$ cat config.mk
export PLATFORM = sky130hd
export DESIGN_NAME = alu_cmd_sequencer_flat
export DESIGN_NICKNAME = d
export VERILOG_FILES = /design/src/rtl/alu_cmd_sequencer_if.sv /design/src/rtl/alu_cmd_sequencer.sv /design/src/flat_wrapper.sv
export SDC_FILE = /design/constraint.sdc
export NUM_CORES = 2
export LEC_CHECK = 0
export BUFFER_PORTS_ARGS = -buffer_cell sky130_fd_sc_hd__clkbuf_2
export CAP_MARGIN = 20
export CELL_PAD_IN_SITES_DETAIL_PLACEMENT = 1
export CELL_PAD_IN_SITES_GLOBAL_PLACEMENT = 2
export CORE_AREA = 2 2 613 615
export CTS_CLUSTER_SIZE = 40
export DETAILED_ROUTE_END_ITERATION = 6
export DIE_AREA = 0 0 615 617
export GPL_TIMING_DRIVEN = 1
export PLACE_DENSITY_LB_ADDON = 0.12
export SYNTH_ARGS = -nofsm -noshare
export SYNTH_HDL_FRONTEND = slang
export SYNTH_SLANG_ARGS = --single-unit
export TNS_END_PERCENT = 30
$ cat constraint.sdc
create_clock -name clk -period 2.37 [get_ports clk]
set_clock_uncertainty 0.05 [all_clocks]
set_input_delay 0.474 -clock clk [delete_from_list [all_inputs] [get_ports clk]]
set_output_delay 0.474 -clock clk [all_outputs]
set_load 0.02 [all_outputs]
$ cat src/rtl/alu_cmd_sequencer_if.sv
// Command, ALU-drive and response signals between the sequencer and its neighbours.
// The sequencer takes the slave view. The master view belongs to the command source, response sink and ALU.
interface alu_cmd_sequencer_if #(
    parameter int N = 256
);
    logic         CMD_VALID;
    logic         CMD_READY;
    logic [N-1:0] CMD_A;
    logic [N-1:0] CMD_B;
    logic [2:0]   CMD_OP;
    logic [N-1:0] ALU_A;
    logic [N-1:0] ALU_B;
    logic [2:0]   ALU_UC;
    logic [N-1:0] ALU_RESULT;
    logic [3:0]   ALU_FLAGS;
    logic         RSP_VALID;
    logic         RSP_READY;
    logic [N-1:0] RSP_RESULT;
    logic [3:0]   RSP_FLAGS;
    logic [2:0]   RSP_OP;

    modport slave (
        input  CMD_VALID, CMD_A, CMD_B, CMD_OP, ALU_RESULT, ALU_FLAGS, RSP_READY,
        output CMD_READY, ALU_A, ALU_B, ALU_UC, RSP_VALID, RSP_RESULT, RSP_FLAGS, RSP_OP
    );

    modport master (
        output CMD_VALID, CMD_A, CMD_B, CMD_OP, ALU_RESULT, ALU_FLAGS, RSP_READY,
        input  CMD_READY, ALU_A, ALU_B, ALU_UC, RSP_VALID, RSP_RESULT, RSP_FLAGS, RSP_OP
    );
endinterface

$ cat src/rtl/alu_cmd_sequencer.sv
// Drives a combinational wide ALU one command at a time.
// It holds the operands for a fixed settle time, then returns the captured result and flags.
module alu_cmd_sequencer #(
    parameter int N             = 256,
    parameter int SETTLE_CYCLES = 2,
    parameter int CNT_W         = 16
) (
    input  logic             clk,
    input  logic             rst,
    alu_cmd_sequencer_if.slave bus,
    input  logic             CLR_STICKY,
    output logic             BUSY,
    output logic [CNT_W-1:0] OP_COUNT,
    output logic [3:0]       STICKY_FLAGS,
    output logic [1:0]       state_o
);
    typedef enum logic [1:0] {IDLE = 2'd0, SETTLE = 2'd1, RESP = 2'd2} state_t;

    localparam logic [3:0] SETTLE_INIT = 4'(SETTLE_CYCLES - 1);

    state_t           state_q;
    logic [3:0]       cnt_q;
    logic [N-1:0]     alu_a_q, alu_b_q, rsp_result_q;
    logic [2:0]       alu_uc_q, rsp_op_q;
    logic [3:0]       rsp_flags_q, sticky_q;
    logic             rsp_valid_q;
    logic [CNT_W-1:0] op_count_q;

    logic cmd_ready, accept, transfer, capture;

    // Handshakes: a transfer happens on any rising edge where VALID and READY are both high.
    // VALID never depends on READY. CMD_READY is combinational from RSP_READY.
    // This lets a response drain and a new command enter on the same edge.
    assign cmd_ready = (state_q == IDLE) || (state_q == RESP && bus.RSP_READY);
    assign accept    = bus.CMD_VALID && cmd_ready;
    assign transfer  = rsp_valid_q && bus.RSP_READY;
    assign capture   = (state_q == SETTLE) && (cnt_q == 4'd0);

    always_ff @(posedge clk) begin
        if (rst) begin
            state_q      <= IDLE;
            cnt_q        <= 4'd0;
            alu_a_q      <= '0;
            alu_b_q      <= '0;
            alu_uc_q     <= 3'd0;
            rsp_result_q <= '0;
            rsp_flags_q  <= 4'd0;
            rsp_op_q     <= 3'd0;
            rsp_valid_q  <= 1'b0;
            op_count_q   <= '0;
            sticky_q     <= 4'd0;
        end else begin
            if (transfer) op_count_q <= op_count_q + 1'b1;

            // A clear on the capture edge still keeps the freshly captured flags.
            if (capture) sticky_q <= (CLR_STICKY ? 4'd0 : sticky_q) | bus.ALU_FLAGS;
            else if (CLR_STICKY) sticky_q <= 4'd0;

            case (state_q)
                IDLE: begin
                    if (accept) begin
                        alu_a_q  <= bus.CMD_A;
                        alu_b_q  <= bus.CMD_B;
                        alu_uc_q <= bus.CMD_OP;
                        cnt_q    <= SETTLE_INIT;
                        state_q  <= SETTLE;
                    end
                end
                SETTLE: begin
                    if (cnt_q != 4'd0) begin
                        cnt_q <= cnt_q - 4'd1;
                    end else begin
                        rsp_result_q <= bus.ALU_RESULT;
                        rsp_flags_q  <= bus.ALU_FLAGS;
                        rsp_op_q     <= alu_uc_q;
                        rsp_valid_q  <= 1'b1;
                        state_q      <= RESP;
                    end
                end
                RESP: begin
                    if (bus.RSP_READY) begin
                        rsp_valid_q <= 1'b0;
                        if (bus.CMD_VALID) begin
                            alu_a_q  <= bus.CMD_A;
                            alu_b_q  <= bus.CMD_B;
                            alu_uc_q <= bus.CMD_OP;
                            cnt_q    <= SETTLE_INIT;
                            state_q  <= SETTLE;
                        end else begin
                            state_q <= IDLE;
                        end
                    end
                end
                default: state_q <= IDLE;
            endcase
        end
    end

    assign bus.CMD_READY  = cmd_ready;
    assign bus.ALU_A      = alu_a_q;
    assign bus.ALU_B      = alu_b_q;
    assign bus.ALU_UC     = alu_uc_q;
    assign bus.RSP_VALID  = rsp_valid_q;
    assign bus.RSP_RESULT = rsp_result_q;
    assign bus.RSP_FLAGS  = rsp_flags_q;
    assign bus.RSP_OP     = rsp_op_q;
    assign BUSY           = (state_q != IDLE);
    assign OP_COUNT       = op_count_q;
    assign STICKY_FLAGS   = sticky_q;
    assign state_o        = state_q;
endmodule

$ cat src/flat_wrapper.sv
// flat-port wrapper written by rule: the top's interface ports become plain ports
module alu_cmd_sequencer_flat 
#(
    parameter int N             = 256,
    parameter int SETTLE_CYCLES = 2,
    parameter int CNT_W         = 16
)
  (clk, rst, CLR_STICKY, BUSY, OP_COUNT, STICKY_FLAGS, state_o, bus_CMD_VALID, bus_CMD_A, bus_CMD_B, bus_CMD_OP, bus_ALU_RESULT, bus_ALU_FLAGS, bus_RSP_READY, bus_CMD_READY, bus_ALU_A, bus_ALU_B, bus_ALU_UC, bus_RSP_VALID, bus_RSP_RESULT, bus_RSP_FLAGS, bus_RSP_OP);
  alu_cmd_sequencer_if #(.N(N)) bus_i ();
  input  logic clk;
  input  logic rst;
  input  logic CLR_STICKY;
  output logic BUSY;
  output logic [CNT_W-1:0] OP_COUNT;
  output logic [3:0] STICKY_FLAGS;
  output logic [1:0] state_o;
  input wire logic [$bits(bus_i.CMD_VALID)-1:0] bus_CMD_VALID;
  input wire logic [$bits(bus_i.CMD_A)-1:0] bus_CMD_A;
  input wire logic [$bits(bus_i.CMD_B)-1:0] bus_CMD_B;
  input wire logic [$bits(bus_i.CMD_OP)-1:0] bus_CMD_OP;
  input wire logic [$bits(bus_i.ALU_RESULT)-1:0] bus_ALU_RESULT;
  input wire logic [$bits(bus_i.ALU_FLAGS)-1:0] bus_ALU_FLAGS;
  input wire logic [$bits(bus_i.RSP_READY)-1:0] bus_RSP_READY;
  output wire logic [$bits(bus_i.CMD_READY)-1:0] bus_CMD_READY;
  output wire logic [$bits(bus_i.ALU_A)-1:0] bus_ALU_A;
  output wire logic [$bits(bus_i.ALU_B)-1:0] bus_ALU_B;
  output wire logic [$bits(bus_i.ALU_UC)-1:0] bus_ALU_UC;
  output wire logic [$bits(bus_i.RSP_VALID)-1:0] bus_RSP_VALID;
  output wire logic [$bits(bus_i.RSP_RESULT)-1:0] bus_RSP_RESULT;
  output wire logic [$bits(bus_i.RSP_FLAGS)-1:0] bus_RSP_FLAGS;
  output wire logic [$bits(bus_i.RSP_OP)-1:0] bus_RSP_OP;
  assign bus_i.CMD_VALID = bus_CMD_VALID;
  assign bus_i.CMD_A = bus_CMD_A;
  assign bus_i.CMD_B = bus_CMD_B;
  assign bus_i.CMD_OP = bus_CMD_OP;
  assign bus_i.ALU_RESULT = bus_ALU_RESULT;
  assign bus_i.ALU_FLAGS = bus_ALU_FLAGS;
  assign bus_i.RSP_READY = bus_RSP_READY;
  assign bus_CMD_READY = bus_i.CMD_READY;
  assign bus_ALU_A = bus_i.ALU_A;
  assign bus_ALU_B = bus_i.ALU_B;
  assign bus_ALU_UC = bus_i.ALU_UC;
  assign bus_RSP_VALID = bus_i.RSP_VALID;
  assign bus_RSP_RESULT = bus_i.RSP_RESULT;
  assign bus_RSP_FLAGS = bus_i.RSP_FLAGS;
  assign bus_RSP_OP = bus_i.RSP_OP;
  alu_cmd_sequencer #(.N(N), .SETTLE_CYCLES(SETTLE_CYCLES), .CNT_W(CNT_W)) u_core (.clk(clk), .rst(rst), .bus(bus_i), .CLR_STICKY(CLR_STICKY), .BUSY(BUSY), .OP_COUNT(OP_COUNT), .STICKY_FLAGS(STICKY_FLAGS), .state_o(state_o));
endmodule
==> metrics.csv <==
metric;value;unit
seq_area_frac_synth;0.580;
cts-root-buf;clkbuf_16;
numCtsBuffers;137;
first_global_vias;36185;
relSlewSlack;0.507;
synth_flop_cell;dfxtp_1;
yosys.area_share.simple;0.225;
r2r-end;u_core.bus.RSP_RESULT[239];
grt.met1_usage;0.129;
wl_per_cell;22.5;µm
final_nets;6668;
first_pass_iters;4;
grt_pass1_wl;329000;µm
worstPathRequired;1850;ps
path_cells;buf_6 -> nor2b_4 -> buf_6 -> nor2_4 -> buf_8;
yosysUniqueCellTypes;33;
syn_inst;3511;
grt_max_degree;97;
powerDensity;784;mW/mm²
postRouteAntennaNets;0;
cp_common_cell;buf_6;
core_area;0.374;mm²
die-area;0.379;mm²
path_buf_inv;3;
syn_nets;4293;
synthAdderAreaFrac;0.000901;
hold_depth;3;
finalInstanceArea;0.0545;mm²
drc;0;
r2r.worst_path.cells;5;
cp-start-kind;flip-flop;
holdCritPathClass;primary input to flip-flop;
status;completed;
synth_top_family_by_area;simple AND/OR/NAND/NOR gates;
synthXorXnorAreaFrac;0.00347;
wirelength;247000;µm
area_growth;96.4;%
gr-usage-met2;0.242;
synthesis.area;0.0278;mm²
rows;225;
finalCritPeriodShare;0.944;
synth_seq_cells;805;
path_class;flip-flop to output port;
finalSetupViolCount;0;
path_clk_slew;60;ps
grt-ovfl-total;0;
viasPerCell;3.03;
die_w;615;µm
slowest_delay;320;ps
cap_violations;0;
crit_family;buffers and inverters;
power_leakage;22.7;nW
die_h;617;µm
tightest_slew;739;ps
dp_cells;9962;
drt_iter0_markers;905;
r2r_start;u_core.state_o[1];
maxSlewViolCount;0;
rsz0062_at_grt;yes;
synth-async-reset-ratio;0;
vdd_drop_max;0.000404;V
place_area;0.0424;mm²
htree_num_levels;4;
port_buffers;1582;
ctsLongestPathBuffers;4;
antenna_found_initial;66;
synth_mux_area_frac;0.00162;
clock-sinks;805;
vias;33344;
layout-drive-gt1-share;0.323;
grt_util_all_layers;0.125;
grt.busiest_layer;met2;
synth_edf_count;0;
worstHoldStart;CLR_STICKY;
crit_fanout;4;
slowest_stage;dfxtp_2;
yosysWarnings;0;
initial_core_util;0.0743;
gp_congestion;0.764;
cp.arrival;1710;ps
hold_viol_final;0;
critPathCaptureType;output port;
reg2reg_slack;220;ps
fmax;0.447;GHz
clk_latency;820;ps
ios;1583;
global_route.usage.met3;0.0408;
syn_avg_cell_area;7.91;µm²
tritoncts;built;
place_hpwl;201000;µm
period_minus_slack;2240;ps
fin_util;0.146;
hold_end;u_core.STICKY_FLAGS[2];
synth-compound-area-share;0.143;
final_cells;10994;
kinds of logic (layout without fill, tap and decap cells):
group	after synthesis	in the layout
and+or+nand+nor	1627	1627
AOI/OAI and AO/OA	792	792
buffers and inverters	270	2737
other	0	22
muxes	4	4
xor gates and xnor gates	11	11
adders and majority gates	2	2
DFF	805	805
per-stage QoR:
| stage | hold WS, ps | worst slack (ps) | power [mW] | TNS [ps] |
|---|---|---|---|---|
| 2_1_floorplan | 409 | 369 | 18.3 | 0 |
| 3_3_place_gp | 392 | 45.4 | 22.2 | 0 |
| 3_5_place_dp | 396 | 24.6 | 22.3 | 0 |
| 4_1_cts | 51.1 | -53.8 | 44.5 | -76.0 |
| 5_1_grt | 112 | -9.07 | 45.2 | -9.07 |
| 6_report | 105 | 133 | 42.8 | 0 |
report_power, final:
group	internal, mW	switching, mW
Clock	11.7	8.15
Sequential	14.5	0.544
Combinational	2.91	4.98
repair_timing:
action                                 in CTS  in global routing
gates resized for setup                    14                  3
buffers inserted                            1                  2
pin swaps                                   0                  0
hold buffers                              776                  0
cloned                                      0                  0
setup endpoints to repair                   3                  3
endpoints found under the hold margin     779                  0
sequential cells by signal (all words and copies together), names as in the netlist:
register	flops
u_core.STICKY_FLAGS	4
u_core.bus.RSP_RESULT	256
u_core.bus.RSP_OP	3
u_core.bus.ALU_A	256
u_core.OP_COUNT	16
u_core.state_o	2
u_core.bus.ALU_B	256
u_core.bus.ALU_UC	3
u_core.cnt_q	4
u_core.bus.RSP_VALID	1
u_core.bus.RSP_FLAGS	4
layout make-up:
| class | count | area [µm²] |
|---|---|---|
| Fill cell | 44554 | 319000 |
| Timing Repair Buffer | 2501 | 17500 |
| Sequential cell | 805 | 16100 |
| Multi-Input combinational cell | 2436 | 10400 |
| Tap cell | 4994 | 6250 |
| Clock buffer | 198 | 3890 |
| Clock inverter | 33 | 319 |
| Antenna cell | 22 | 55.1 |
| Inverter | 5 | 18.8 |
cell usage in the layout (no fill, tap or decap), types with 3 or more instances in the layout:
cell type,Yosys,final
a21oi_1,788,788
inv_1,5,5
dfxtp_1,805,803
nor3b_1,4,3
clkbuf_1,152,40
nand2_1,1562,1562
xor2_1,4,4
nor2b_1,4,3
nand4_1,3,3
nand3_1,8,8
or3_1,3,3
nor2_1,19,18
clkbuf_2,0,1578
clkbuf_16,0,139
buf_6,15,4
nor4_1,3,3
clkinvlp_4,0,3
clkinv_2,0,17
diode_2,0,22
dlygate4sd3_1,0,776
bufinv_16,0,3
mux2_2,4,4
inv_16,0,3
clkbuf_8,0,20
nor3_1,5,5
nand2b_1,7,7
buf_4,13,85
buf_12,0,54
xnor2_1,7,7
inv_6,0,5
how the worst max path moves through the flow:
stage                 startpoint                    endpoint  slack (ps)  cells after the start
2_1_floorplan  u_core.state_o[0]  u_core.bus.RSP_RESULT[186]         370                      7
3_3_place_gp       bus_RSP_READY         u_core.bus.ALU_A[4]          50                      7
3_5_place_dp       bus_RSP_READY       u_core.bus.ALU_B[249]          20                      8
4_1_cts        u_core.state_o[1]               bus_CMD_READY         -50                      5
5_1_grt        u_core.state_o[1]               bus_CMD_READY          -9                      5
6_report       u_core.state_o[1]               bus_CMD_READY         130                      5
worst register-to-register path: stages (launching register included):
cell and delay, ps:
dfxtp_2 320, or3b_1 440, or3b_4 460, buf_12 190
nand2_1 460, a21oi_1 90
Yosys cell counts, types with 5 or more instances:
master    count  area, µm²
clkbuf_1    152        571
buf_4        13       97.6
nor2_1       19       71.3
a21oi_1     788       3940
nand2b_1      7       43.8
xnor2_1       7       61.3
nor3_1        5       25.0
buf_2        82        410
nand3_1       8       40.0
nand2_1    1562       5860
inv_1         5       18.8
buf_6        15        169
dfxtp_1     805      16100
routing by layer:
layer | wire length [µm] | vias to the layer above
li1 | - | 16085
met5 | 93 | -
met4 | 6000 | 16
met1 | 90800 | 15949
met2 | 133000 | 1003
met3 | 17300 | 291
Power figures use the tool's default switching activity.
